===== src/rtl/fifo_pkg.sv =====
// Shared FIFO-library helpers: width calculation and parameter legality.
package fifo_pkg;

    function automatic int unsigned clog2(input int unsigned value);
        int unsigned result;
        int unsigned rem;
        result = 0;
        rem    = (value > 0) ? value - 1 : 0;
        while (rem > 0) begin
            result = result + 1;
            rem    = rem >> 1;
        end
        return result;
    endfunction

    // Depth must be a power of two so the pointers can wrap for free.
    function automatic bit params_legal(input int unsigned data_width,
                                        input int unsigned depth,
                                        input int unsigned af_thresh,
                                        input int unsigned ae_thresh);
        return (data_width >= 1) && (depth >= 2) && ((depth & (depth - 1)) == 0) &&
               (af_thresh >= 1) && (af_thresh <= depth) && (ae_thresh <= depth - 1);
    endfunction

endpackage


===== src/rtl/fifo_ram.sv =====
// DEPTH x DATA_WIDTH storage: one synchronous write port, asynchronous read, no reset.
module fifo_ram
    import fifo_pkg::*;
#(
    parameter int unsigned DATA_WIDTH = 8,
    parameter int unsigned DEPTH      = 16,
    localparam int unsigned AW        = clog2(DEPTH)
) (
    input  logic                  clk,
    input  logic                  we,
    input  logic [AW-1:0]         waddr,
    input  logic [DATA_WIDTH-1:0] wdata,
    input  logic [AW-1:0]         raddr,
    output logic [DATA_WIDTH-1:0] rdata
);

    logic [DATA_WIDTH-1:0] mem_q [DEPTH];

    always_ff @(posedge clk) begin
        if (we) begin
            mem_q[waddr] <= wdata;
        end
    end

    assign rdata = mem_q[raddr];

endmodule


===== src/rtl/sync_stream_fifo.sv =====
// Single-clock valid/ready FIFO, first-word-fall-through, with occupancy flags,
// synchronous flush and a high-water-mark monitor.
module sync_stream_fifo
    import fifo_pkg::*;
#(
    parameter int unsigned DATA_WIDTH          = 8,
    parameter int unsigned DEPTH               = 16,
    parameter int unsigned ALMOST_FULL_THRESH  = DEPTH - 2,
    parameter int unsigned ALMOST_EMPTY_THRESH = 2
) (
    input  logic                    clk,
    input  logic                    rst_n,
    input  logic                    flush,
    input  logic                    in_valid,
    input  logic [DATA_WIDTH-1:0]   in_data,
    output logic                    in_ready,
    output logic                    out_valid,
    output logic [DATA_WIDTH-1:0]   out_data,
    input  logic                    out_ready,
    output logic [clog2(DEPTH):0]   count,
    output logic                    almost_full,
    output logic                    almost_empty,
    output logic [clog2(DEPTH):0]   max_count
);

    localparam int unsigned AW = clog2(DEPTH);
    localparam int unsigned CW = AW + 1;

    if (!params_legal(DATA_WIDTH, DEPTH, ALMOST_FULL_THRESH, ALMOST_EMPTY_THRESH)) begin : g_bad_params
        $error("sync_stream_fifo: illegal DATA_WIDTH/DEPTH/threshold parameters");
    end

    logic [AW-1:0]         wr_ptr_q, wr_ptr_d;
    logic [AW-1:0]         rd_ptr_q, rd_ptr_d;
    logic [CW-1:0]         count_q, count_d;
    logic [CW-1:0]         max_count_q, max_count_d;
    logic                  not_full_c, not_empty_c;
    logic                  push_c, pop_c;
    logic [DATA_WIDTH-1:0] rd_data_c;

    // Status decodes come only from registered count, never from the inputs.
    assign not_full_c   = (count_q != CW'(DEPTH));
    assign not_empty_c  = (count_q != '0);
    assign push_c       = in_valid && not_full_c;
    assign pop_c        = not_empty_c && out_ready;

    assign in_ready     = not_full_c;
    assign out_valid    = not_empty_c;
    assign out_data     = not_empty_c ? rd_data_c : '0;
    assign count        = count_q;
    assign max_count    = max_count_q;
    assign almost_full  = (count_q >= CW'(ALMOST_FULL_THRESH));
    assign almost_empty = (count_q <= CW'(ALMOST_EMPTY_THRESH));

    fifo_ram #(
        .DATA_WIDTH (DATA_WIDTH),
        .DEPTH      (DEPTH)
    ) u_ram (
        .clk   (clk),
        .we    (push_c && !flush),
        .waddr (wr_ptr_q),
        .wdata (in_data),
        .raddr (rd_ptr_q),
        .rdata (rd_data_c)
    );

    // Flush wins over any same-cycle push or pop.
    always_comb begin
        wr_ptr_d    = wr_ptr_q;
        rd_ptr_d    = rd_ptr_q;
        count_d     = count_q;
        max_count_d = max_count_q;
        if (flush) begin
            wr_ptr_d    = '0;
            rd_ptr_d    = '0;
            count_d     = '0;
            max_count_d = '0;
        end else begin
            if (push_c) begin
                wr_ptr_d = wr_ptr_q + AW'(1);
            end
            if (pop_c) begin
                rd_ptr_d = rd_ptr_q + AW'(1);
            end
            if (push_c && !pop_c) begin
                count_d = count_q + CW'(1);
            end else if (pop_c && !push_c) begin
                count_d = count_q - CW'(1);
            end
            if (count_d > max_count_q) begin
                max_count_d = count_d;
            end
        end
    end

    always_ff @(posedge clk or negedge rst_n) begin
        if (!rst_n) begin
            wr_ptr_q    <= '0;
            rd_ptr_q    <= '0;
            count_q     <= '0;
            max_count_q <= '0;
        end else begin
            wr_ptr_q    <= wr_ptr_d;
            rd_ptr_q    <= rd_ptr_d;
            count_q     <= count_d;
            max_count_q <= max_count_d;
        end
    end

endmodule


===== config.mk =====
export PLATFORM = sky130hd
export DESIGN_NAME = sync_stream_fifo
export DESIGN_NICKNAME = d
export VERILOG_FILES = /design/src/rtl/fifo_pkg.sv /design/src/rtl/fifo_ram.sv /design/src/rtl/sync_stream_fifo.sv
export SDC_FILE = /design/constraint.sdc
export NUM_CORES = 1
export LEC_CHECK = 0
export ABC_CLOCK_PERIOD_IN_PS = 3000
export CORE_MARGIN = 1
export CORE_UTILIZATION = 40
export DETAILED_ROUTE_END_ITERATION = 8
export PLACE_DENSITY = 0.6
export SETUP_SLACK_MARGIN = 0.1
export SLEW_MARGIN = 30
export SYNTH_ARGS = -nofsm -noshare
export SYNTH_HDL_FRONTEND = slang
export SYNTH_HIERARCHICAL = 1
export SYNTH_SLANG_ARGS = --single-unit

===== constraint.sdc =====
create_clock -name clk -period 3 [get_ports clk]
set_input_delay 0.3 -clock clk [delete_from_list [all_inputs] [get_ports clk]]
set_output_delay 0.3 -clock clk [all_outputs]
set_load 0.01 [all_outputs]

==> out/metrics.cfg <==
[status]
status=complete, no violations

[sta]
setup_viol=0
finalCriticalPeriod_ps=2878
hold_violations=0
rsz0062_at_grt=yes
slew_headroom_pct=62.03
fin_skew_ps=8.906
worst_pin_slew_ps=567.8
slew_violations=0
whs_ps=342.1
timing.fmax_ghz=0.3474
min_period_over_period_pct=95.94

[cts]
cts_tree=done
clkTransAtPathRegs_ps=60
cts_root_buf=clkbuf_16
clockBufferDepth=2
cts-htree-levels=4
cts_inserted_buffers=17
clock-sinks=146
worstSkewPairLatency_ps=420

[power_and_ir_drop]
peakVddDrop_v=0.0004644
power_leakage_nw=2.807
power_density_mw_per_mm2=851.5

[floorplan]
core-area_mm2=0.01515
die_x_um=126.2
num_rows=45
die_area_mm2=0.01592
start_util_pct=40.72
ioPinCount=35
fp.dieH_um=126.2

[setup_path]
ff2ff_setup_slack_ps=120
crit_arrival_ps=3180
critPathBufInv=2
cpLargestDelayFamily=compound AO/OA/AOI/OAI gates
rr_endpoint=max_count[2]
r2r-start=count[0]
slowest_stage=a221o_1
worstSetupEndpointType=flip-flop
criticalPathCategory=reg -> reg
rr_worst_depth=12
slowest_delay_ps=380
crit_required_ps=3310
startpoint_type=flip-flop
worstPathCellList=inv_2, ha_4, nor4b_4, buf_4, a211oi_4, nor2_1, o32ai_2, ha_1, a21o_1, a221o_1, and2_4, a22o_1
crit_fanout=5

[global_routing]
overflow=0
grt_pass1_vias=3357
grt_max_degree=36
grt_pass1_wl_um=19180
gr-usage-all-layers_pct=16.82
grt_antenna_before_repair=0

[routing]
drtIter0Drc=289
dr.pass1.iters=4
met2_length_um=6183
routed.top_layer=met4
route.met3.wl_um=499
wl_per_cell_um=19.73
drc_errors=0
drt_wl_total_um=12410
vias=3322
ant_nets=0
vias_per_cell=5.281
met1_length_um=5525

[cells_and_area]
drive_gt1_share_pct=28.12
area_growth_pct=26.15
n_antenna_cell=0
utilization_pct=51.37
final_cell_mix=128 x edfxtp_1, 42 x buf_4, 26 x nor2_1
final_nets=451
final_common_cell=edfxtp_1

[logic_synthesis]
synth_compound_area_share_pct=4.991
synthXorXnorAreaFrac_pct=1.278
ys_ff_latch=146
ys.flop_type=edfxtp_1
yosys_warnings=6
async_flop_share_pct=12.33
syn-instance-count=340
synth_top_family_by_area=multiplexers
synth-edff-count=128
yosys.area_share.simple_pct=7.223
syn_nets=363
synth.avg_cell_area_um2=18.14
synth-seq-area-share_pct=69.63
synth.distinct_cells=42
synthAdderAreaFrac_pct=2.029
synthMuxAreaShare_pct=12.70
netlist_area_mm2=0.006167

[placed_design]
gp_congestion=0.7849
place_hpwl_um=7659
portBuffers=34

[worst_hold_path]
hold_class=in -> async

[flow_run]
cap_violations=0

-- report_power, final --
group          switching [W]  total, W  internal (W)
clock network       0.000806   0.00220       0.00139
logic               0.000925   0.00209       0.00116
registers          0.0000684   0.00234       0.00227
total                0.00180   0.00662       0.00483
-- metrics by stage --
step                      instance area, um^2  total power [W]  TNS [ps]  setup slack (ps)  std cells
final                                    7780         0.006624         0             121.7        629
after global routing                     7780         0.006919    -59.67            -27.50        629
after CTS                                7639         0.006503         0             56.70        619
after detailed placement                 6928         0.004176         0             22.94        581
after global placement                   6928         0.004154         0             122.4        581
after floorplan                          6185         0.003535         0             115.8        340
-- registers in the layout, indices dropped and copies added, names as in the netlist --
name,flops
u_ram/mem_q,128
max_count,5
rd_ptr_q,4
wr_ptr_q,4
count,5
-- synth_stat cells (2+ instances only) --
library cell | instances | area (um^2)
nor2b_1 | 11 | 68.82
inv_1 | 9 | 33.78
nand3b_1 | 2 | 15.01
ha_1 | 10 | 125.1
mux4_2 | 18 | 405.4
and2b_1 | 3 | 22.52
edfxtp_1 | 128 | 3844
mux4_1 | 14 | 367.9
clkdlybuf4s25_2 | 3 | 30.03
xor2_1 | 4 | 35.03
nor2_1 | 26 | 97.59
dfrtp_1 | 18 | 450.4
a21o_1 | 2 | 15.01
nand3_1 | 2 | 10.01
buf_6 | 3 | 33.78
a22oi_2 | 2 | 25.02
a21oi_1 | 4 | 20.02
nor3_1 | 5 | 25.02
nand4_1 | 3 | 18.77
and3_1 | 2 | 12.51
a22o_1 | 4 | 35.03
buf_2 | 4 | 20.02
xnor2_1 | 5 | 43.79
clkbuf_1 | 2 | 7.510
and2_1 | 3 | 18.77
nand2_1 | 19 | 71.32
nand2b_1 | 4 | 25.02
a22oi_1 | 16 | 120.1
-- worst max path at each step --
| stage | start | to | cells after the start |
|---|---|---|---|
| finish | count[0] | max_count[2] | 12 |
| global route | count[0] | max_count[4] | 12 |
| CTS | rd_ptr_q[0] | out_data[3] | 6 |
| detailed placement | count[1] | max_count[2] | 11 |
| global placement | count[0] | max_count[1] | 11 |
| floorplan | count[0] | max_count[3] | 11 |
-- worst register-to-register path, stage by stage (launching register included) --
cell	delay [ps]
dfrtp_1	370
inv_2	70
ha_4	180
nor4b_4	140
buf_4	160
a211oi_4	260
nor2_1	90
o32ai_2	310
ha_1	300
a21o_1	170
a221o_1	380
and2_4	180
a22o_1	180
-- kinds of logic (layout without fill, tap and decap cells) --
logic type,count (synthesis),in the layout
buffers and inverters,22,123
flip-flops,146,146
XOR/XNOR,9,9
AND/OR/NAND/NOR,83,83
adder cells (fa/ha/maj),10,10
multiplexers,33,33
AO/OA/AOI/OAI,37,37
-- final cells by class --
class | count | area [um^2]
Fill cell | 1261 | 7366
Sequential cell | 146 | 4297
Multi-Input combinational cell | 172 | 1817
Clock inverter | 13 | 183.9
Tap cell | 188 | 235.2
Timing Repair Buffer | 82 | 780.7
Clock buffer | 19 | 432.9
Inverter | 9 | 33.78
-- metal layers --
metal	vias to the layer above	GRT usage (%)
li1	1544	-
met1	1690	21.66
met2	68	27.04
met3	20	3.866
met4	0	8.009
met5	-	0
-- repair_timing --
action | in CTS | in global routing
pin swaps | 2 | 7
hold buffers | 0 | 1
resized for setup | 7 | 22
setup endpoints to repair | 13 | 11
cloned | 1 | 0
buffers inserted | 5 | 9
hold endpoints to repair | 0 | 18
Power figures use the tool's default switching activity.
==> edit 1 (config.mk and constraints unchanged) <==
`DEPTH` is set to 16 in 2 places; all go to 8.
--- a/src/rtl/fifo_ram.sv
+++ b/src/rtl/fifo_ram.sv
@@ -4,5 +4,5 @@
 #(
     parameter int unsigned DATA_WIDTH = 8,
-    parameter int unsigned DEPTH      = 16,
+    parameter int unsigned DEPTH      = 8,
     localparam int unsigned AW        = clog2(DEPTH)
 ) (
--- a/src/rtl/sync_stream_fifo.sv
+++ b/src/rtl/sync_stream_fifo.sv
@@ -5,5 +5,5 @@
 #(
     parameter int unsigned DATA_WIDTH          = 8,
-    parameter int unsigned DEPTH               = 16,
+    parameter int unsigned DEPTH               = 8,
     parameter int unsigned ALMOST_FULL_THRESH  = DEPTH - 2,
     parameter int unsigned ALMOST_EMPTY_THRESH = 2
Ports: changed (resized count and max_count); port bits go from 35 to 33. No check against the original RTL was run, so the function may have changed too.
==> edit 1 against the unedited design <==
Setup slack improved by 0.13 ns. Clock power fell by 64%. Synthesized area down 42%. Routed wire length shrank 48%. Fmax up 4.7%. Total power decreased by 48%. Sequential cell count fell by 68. Cell area down 44%. Utilization fell by 1.4 points. Critical endpoint is now out_data[4].
==> edit 1: results (changes against the unedited design) <==
H-tree depth: 3 (was 4)
Compound-Gate Fraction of Synth Area: 0.0441 (was 0.0499)
P_leak: 1.57 nW (was 2.81 nW)
max reg flops: 64 (was 128)
CP Max Fanout: 18 (was 5)
number of global-route vias before repair: 1935 (was 3357)
CP top delay family: multiplexers (was compound AO/OA/AOI/OAI gates)
CTS Buf Count: 9 (was 17)
CP Capture Point: out_data[4] (was max_count[2])
GRT Total Usage: 0.149 (was 0.168)
pin count of the biggest net entering global routing: 19 (was 36)
R2R Setup Slk: 0.29 ns (was 0.12 ns)
GPL Wtd Cong: 0.759 (was 0.785)
post-placement setup slack: 0.184 ns (was 0.0229 ns)
status: finished clean (unchanged)
Clock Skew: 0.00891 ns (about the same)
Routed WL per cell: 16.7 um (was 19.7 um)
crit path from: rd_ptr_q[0] (was count[0])
reg-to-reg critical path endpoint: max_count[1] (was max_count[2])
Worst-path clk slew: 0.08 ns (was 0.06 ns)
met3 wire length: 144 um (was 499 um)
Max IR drop VDD: 371 uV (was 464 uV)
port bufs: 32 (was 34)
met2 Resource Use GR: 0.225 (was 0.270)
Post-synth EDFFs: 64 (was 128)
reg2reg path depth: 11 (was 12)
HPWL Detailed: 4.16 mm (was 7.66 mm)
Crit path arrival time: 2.45 ns (was 3.18 ns)
post-synthesis async set-or-reset flop share: 0.179 (was 0.123)
Post-Synthesis Cells: 220 (was 340)
commonest cells in the netlist: edfxtp_1, nor2_1, mux4_1 (was edfxtp_1, nor2_1, nand2_1)
nets@finish: 297 (was 451)
Initial DRC Count: 101 (was 289)
grt met1 use: 0.206 (was 0.217)
first-pass GRT wire length: 10.4 mm (was 19.2 mm)
share of layout cells above drive strength 1: 0.218 (was 0.281)
Slowest Stage Delay on Critical Path: 0.62 ns (was 0.38 ns)
met1 WL: 3.21 mm (was 5.53 mm)
vias after detailed routing: 1984 (was 3322)
edit 1: cell count changes after synthesis, sizes merged, moves of 6 or more:
cell,change
nor2,-9
nor2b,-6
edfxtp,-64
and2,+6
mux4,-16
a22oi,-18
nand2,-8
mux2,+9
edit 1: worst min path at each step:
| stage | slack, ns | end | from |
|---|---|---|---|
| detailed placement | 0.54 | rd_ptr_q[2] | rd_ptr_q[2] |
| global route | 0.38 | max_count[1] | rst_n |
| floorplan | 0.004 | count[0] | rst_n |
| global placement | 0.52 | rd_ptr_q[2] | rd_ptr_q[2] |
| finish | 0.34 | rd_ptr_q[1] | rst_n |
| CTS | 0.35 | rd_ptr_q[1] | rst_n |
edit 1: power by group:
part,switching (mW),internal [mW]
registers,0.0656,1.24
logic,0.611,0.733
clock network,0.392,0.394
edit 1: per-stage QoR:
stage,hold WS [ns],instance area [um2],total power [mW]
6_report,0.338,4360,3.43
5_1_grt,0.385,4360,3.64
4_1_cts,0.352,4360,3.47
3_5_place_dp,0.535,4150,2.68
3_3_place_gp,0.524,4150,2.69
2_1_floorplan,0.00441,3600,2.17
edit 1: final cells by class:
| cell class | instances | area, um2 |
|---|---|---|
| flip-flops and latches | 78 | 2270 |
| multi-input cells | 126 | 1240 |
| clock buffers | 9 | 124 |
| repair buffers | 54 | 489 |
| clock inverters | 7 | 78.8 |
| inverters | 6 | 22.5 |
| well taps | 108 | 135 |
| fillers | 715 | 4360 |
edit 1: cells by family after synthesis:
| family | count (synthesis) |
|---|---|
| AO/OA/AOI/OAI | 19 |
| XOR/XNOR | 5 |
| adder cells (fa/ha/maj) | 9 |
| buffers and inverters | 16 |
| flip-flops | 78 |
| multiplexers | 28 |
| AND/OR/NAND/NOR | 65 |
==> edit 2 (same flow settings) <==
Without the edit above. Make the reset (`rst_n`) synchronous in one clocked block. Comments in the files are not updated.
--- a/src/rtl/sync_stream_fifo.sv
+++ b/src/rtl/sync_stream_fifo.sv
@@ -94,5 +94,5 @@
     end
 
-    always_ff @(posedge clk or negedge rst_n) begin
+    always_ff @(posedge clk) begin
         if (!rst_n) begin
             wr_ptr_q    <= '0;
Function: differs if rst_n is asserted again (counterexample within 4 cycles, from zero or initial values and one cycle with rst_n low); with rst_n held inactive, the same outputs for 10 cycles.
==> edit 2 against the unedited design <==
Fmax grew 1.4%. Cell area shrank 1.2%. Critical path depth shrank 6. Utilization shrank 0.60 points. Routed wire length grew 1.3%. Sequential cell count is the same. First-iteration DRC count shrank 30%. Setup slack gained 0.041 ns. Count of clock-buffer cells in the layout grew 11. Sequential share of layout area shrank 0.48 points. Synthesized area is essentially flat. Largest cell class unchanged.
Power is not compared: it rests on default switching activity, and its combinational part moved more than twofold at a synthesized area within 25%.
==> edit 2: results (changes against the unedited design) <==
cell area after placement: 6940 um2 (was 6930 um2)
HPWL Detailed: 8.07 mm (was 7.66 mm)
first-pass GRT wire length: 19.4 mm (was 19.2 mm)
Routed WL per cell: 19.4 um (was 19.7 um)
GRT Total Usage: 0.170 (was 0.168)
number of global-route vias before repair: 3477 (was 3357)
initial antenna violation count: 0 (unchanged)
reg2reg path depth: 15 (was 12)
CTS Root Buffer Type: clkbuf_16 (unchanged)
pin count of the biggest net entering global routing: 21 (was 36)
share of layout cells above drive strength 1: 0.257 (was 0.281)
Hold Crit Endpoint: max_count[0]
clk_lat worst skew: 0.42 ns (about the same)
hold slack: 0.509 ns (was 0.342 ns)
HP Start: max_count[0]
first drt pass iteration count: 5 (was 4)
worst-margin pin slew: 0.645 ns (was 0.568 ns)
reg-to-reg critical path endpoint: max_count[2] (unchanged)
Post-Layout Cell Count: 647 (was 629)
RR Startpoint: count[0] (unchanged)
GPL Wtd Cong: 0.781 (was 0.785)
DRC viols: 0 (unchanged)
Crit path arrival time: 2.54 ns (was 3.18 ns)
Post-synth EDFFs: 128 (unchanged)
Synthesized Nets: 379 (was 363)
vias after detailed routing: 3413 (was 3322)
CP Max Fanout: 17 (was 5)
status: finished clean (unchanged)
top cells by area, synth: edfxtp_1, mux4_2, mux4_1, dfxtp_1, ha_1 (was edfxtp_1, dfrtp_1, mux4_2, mux4_1, ha_1)
max reg flops: 128 (unchanged)
post-synthesis async set-or-reset flop share: 0 (was 0.123)
clk buf depth: 2 (unchanged)
Slowest Stage Delay on Critical Path: 0.59 ns (was 0.38 ns)
P_leak: 2.59 nW
Clock Skew: 0.00689 ns (was 0.00891 ns)
register area share after synthesis: 0.681 (was 0.696)
largest reg by FF count: u_ram/mem_q (unchanged)
hold depth: 2
Max stage delay cell, worst path: mux4_1 (was a221o_1)
R2R Setup Slk: 0.18 ns (was 0.12 ns)
Synth warnings: 6 (unchanged)
Worst-path clk slew: 0.05 ns
H-tree depth: 4 (unchanged)
commonest cells in the netlist: edfxtp_1, nor2_1, nand2_1 (unchanged)
GR Overflow Total: 0 (unchanged)
Post-Synthesis Cells: 356 (was 340)
Initial DRC Count: 202 (was 289)
nets@finish: 470 (was 451)
placed cell count: 602 (was 581)
Yosys cell types: 50 (was 42)
Hold WC Path Type: reg -> reg (was in -> async)
## edit 2: changes by cell type in the layout (fill, tap and decap cells not counted), moves of 8 or more
| cell | unedited run | this run |
|---|---|---|
| dfrtp_1 | 16 | 0 |
| clkbuf_1 | 2 | 11 |
| dfxtp_1 | 0 | 14 |
| nor2b_1 | 11 | 3 |
| and2_1 | 2 | 13 |
| clkdlybuf4s50_1 | 25 | 34 |
## edit 2: worst max path at each step
stage | start | endpoint | slack [ns] | depth (start not counted)
2_1_floorplan | count[0] | max_count[4] | 0.05 | 12
3_3_place_gp | out_ready | max_count[4] | 0.03 | 11
3_5_place_dp | out_ready | max_count[4] | -0.04 | 12
4_1_cts | rd_ptr_q[0] | out_data[2] | 0.08 | 6
5_1_grt | rd_ptr_q[0] | out_data[2] | 0.06 | 6
6_report | rd_ptr_q[0] | out_data[0] | 0.16 | 6
## edit 2: area by class of cell
cell class                      count  area [um2]
Fill cell                        1257        7460
Sequential cell                   146        4210
Multi-Input combinational cell    185        1900
Timing Repair Buffer               87         783
Clock buffer                       30         494
Tap cell                          188         235
Inverter                           10        37.5
Clock inverter                      1        30.0
## edit 2: where the power goes
part           internal, mW  switching (mW)
clock network          1.18           0.725
registers              2.22         0.00970
logic                 0.173           0.160
total                  3.58           0.895
## edit 2: kinds of logic (layout without fill, tap and decap cells)
logic type | Yosys count | in the layout | share of synthesized area
flip-flops | 146 | 146 | 0.681
buffers and inverters | 25 | 128 | 0.0257
adder cells (fa/ha/maj) | 10 | 10 | 0.0203
AO/OA/AOI/OAI | 39 | 39 | 0.0505
AND/OR/NAND/NOR | 93 | 93 | 0.0787
multiplexers | 34 | 34 | 0.129
XOR/XNOR | 9 | 9 | 0.0152
## edit 2: stage by stage
stage               setup slack (ns)  power (mW)
floorplan                     0.0505        2.43
global placement              0.0339        2.53
detailed placement           -0.0379        2.54
CTS                           0.0816        4.44
global route                  0.0589        4.61
finish                         0.162        4.47
## edit 2: worst max-delay path, delay by kind of cell, from the launching register on
family          cells  cell delay [ns]
compound gates      1             0.24
buf+inv             2             0.65
mux                 1             0.59
flops               1             0.38
simple gates        2             0.24
## edit 2: what timing repair did
item	4_1_cts	5_1_grt
endpoints found under the setup margin	11	12
setup buffers	1	13
resized for setup	6	20
pin swaps	1	14
## edit 2: per-layer routing
metal,part of all wire,up-vias,global-route usage,wire length (um)
li1,-,1598,-,-
met1,0.45,1715,0.223,5680
met2,0.49,83,0.269,6220
met3,0.037,17,0.0374,467
met4,0.017,0,0.0787,208
met5,0,-,0,0
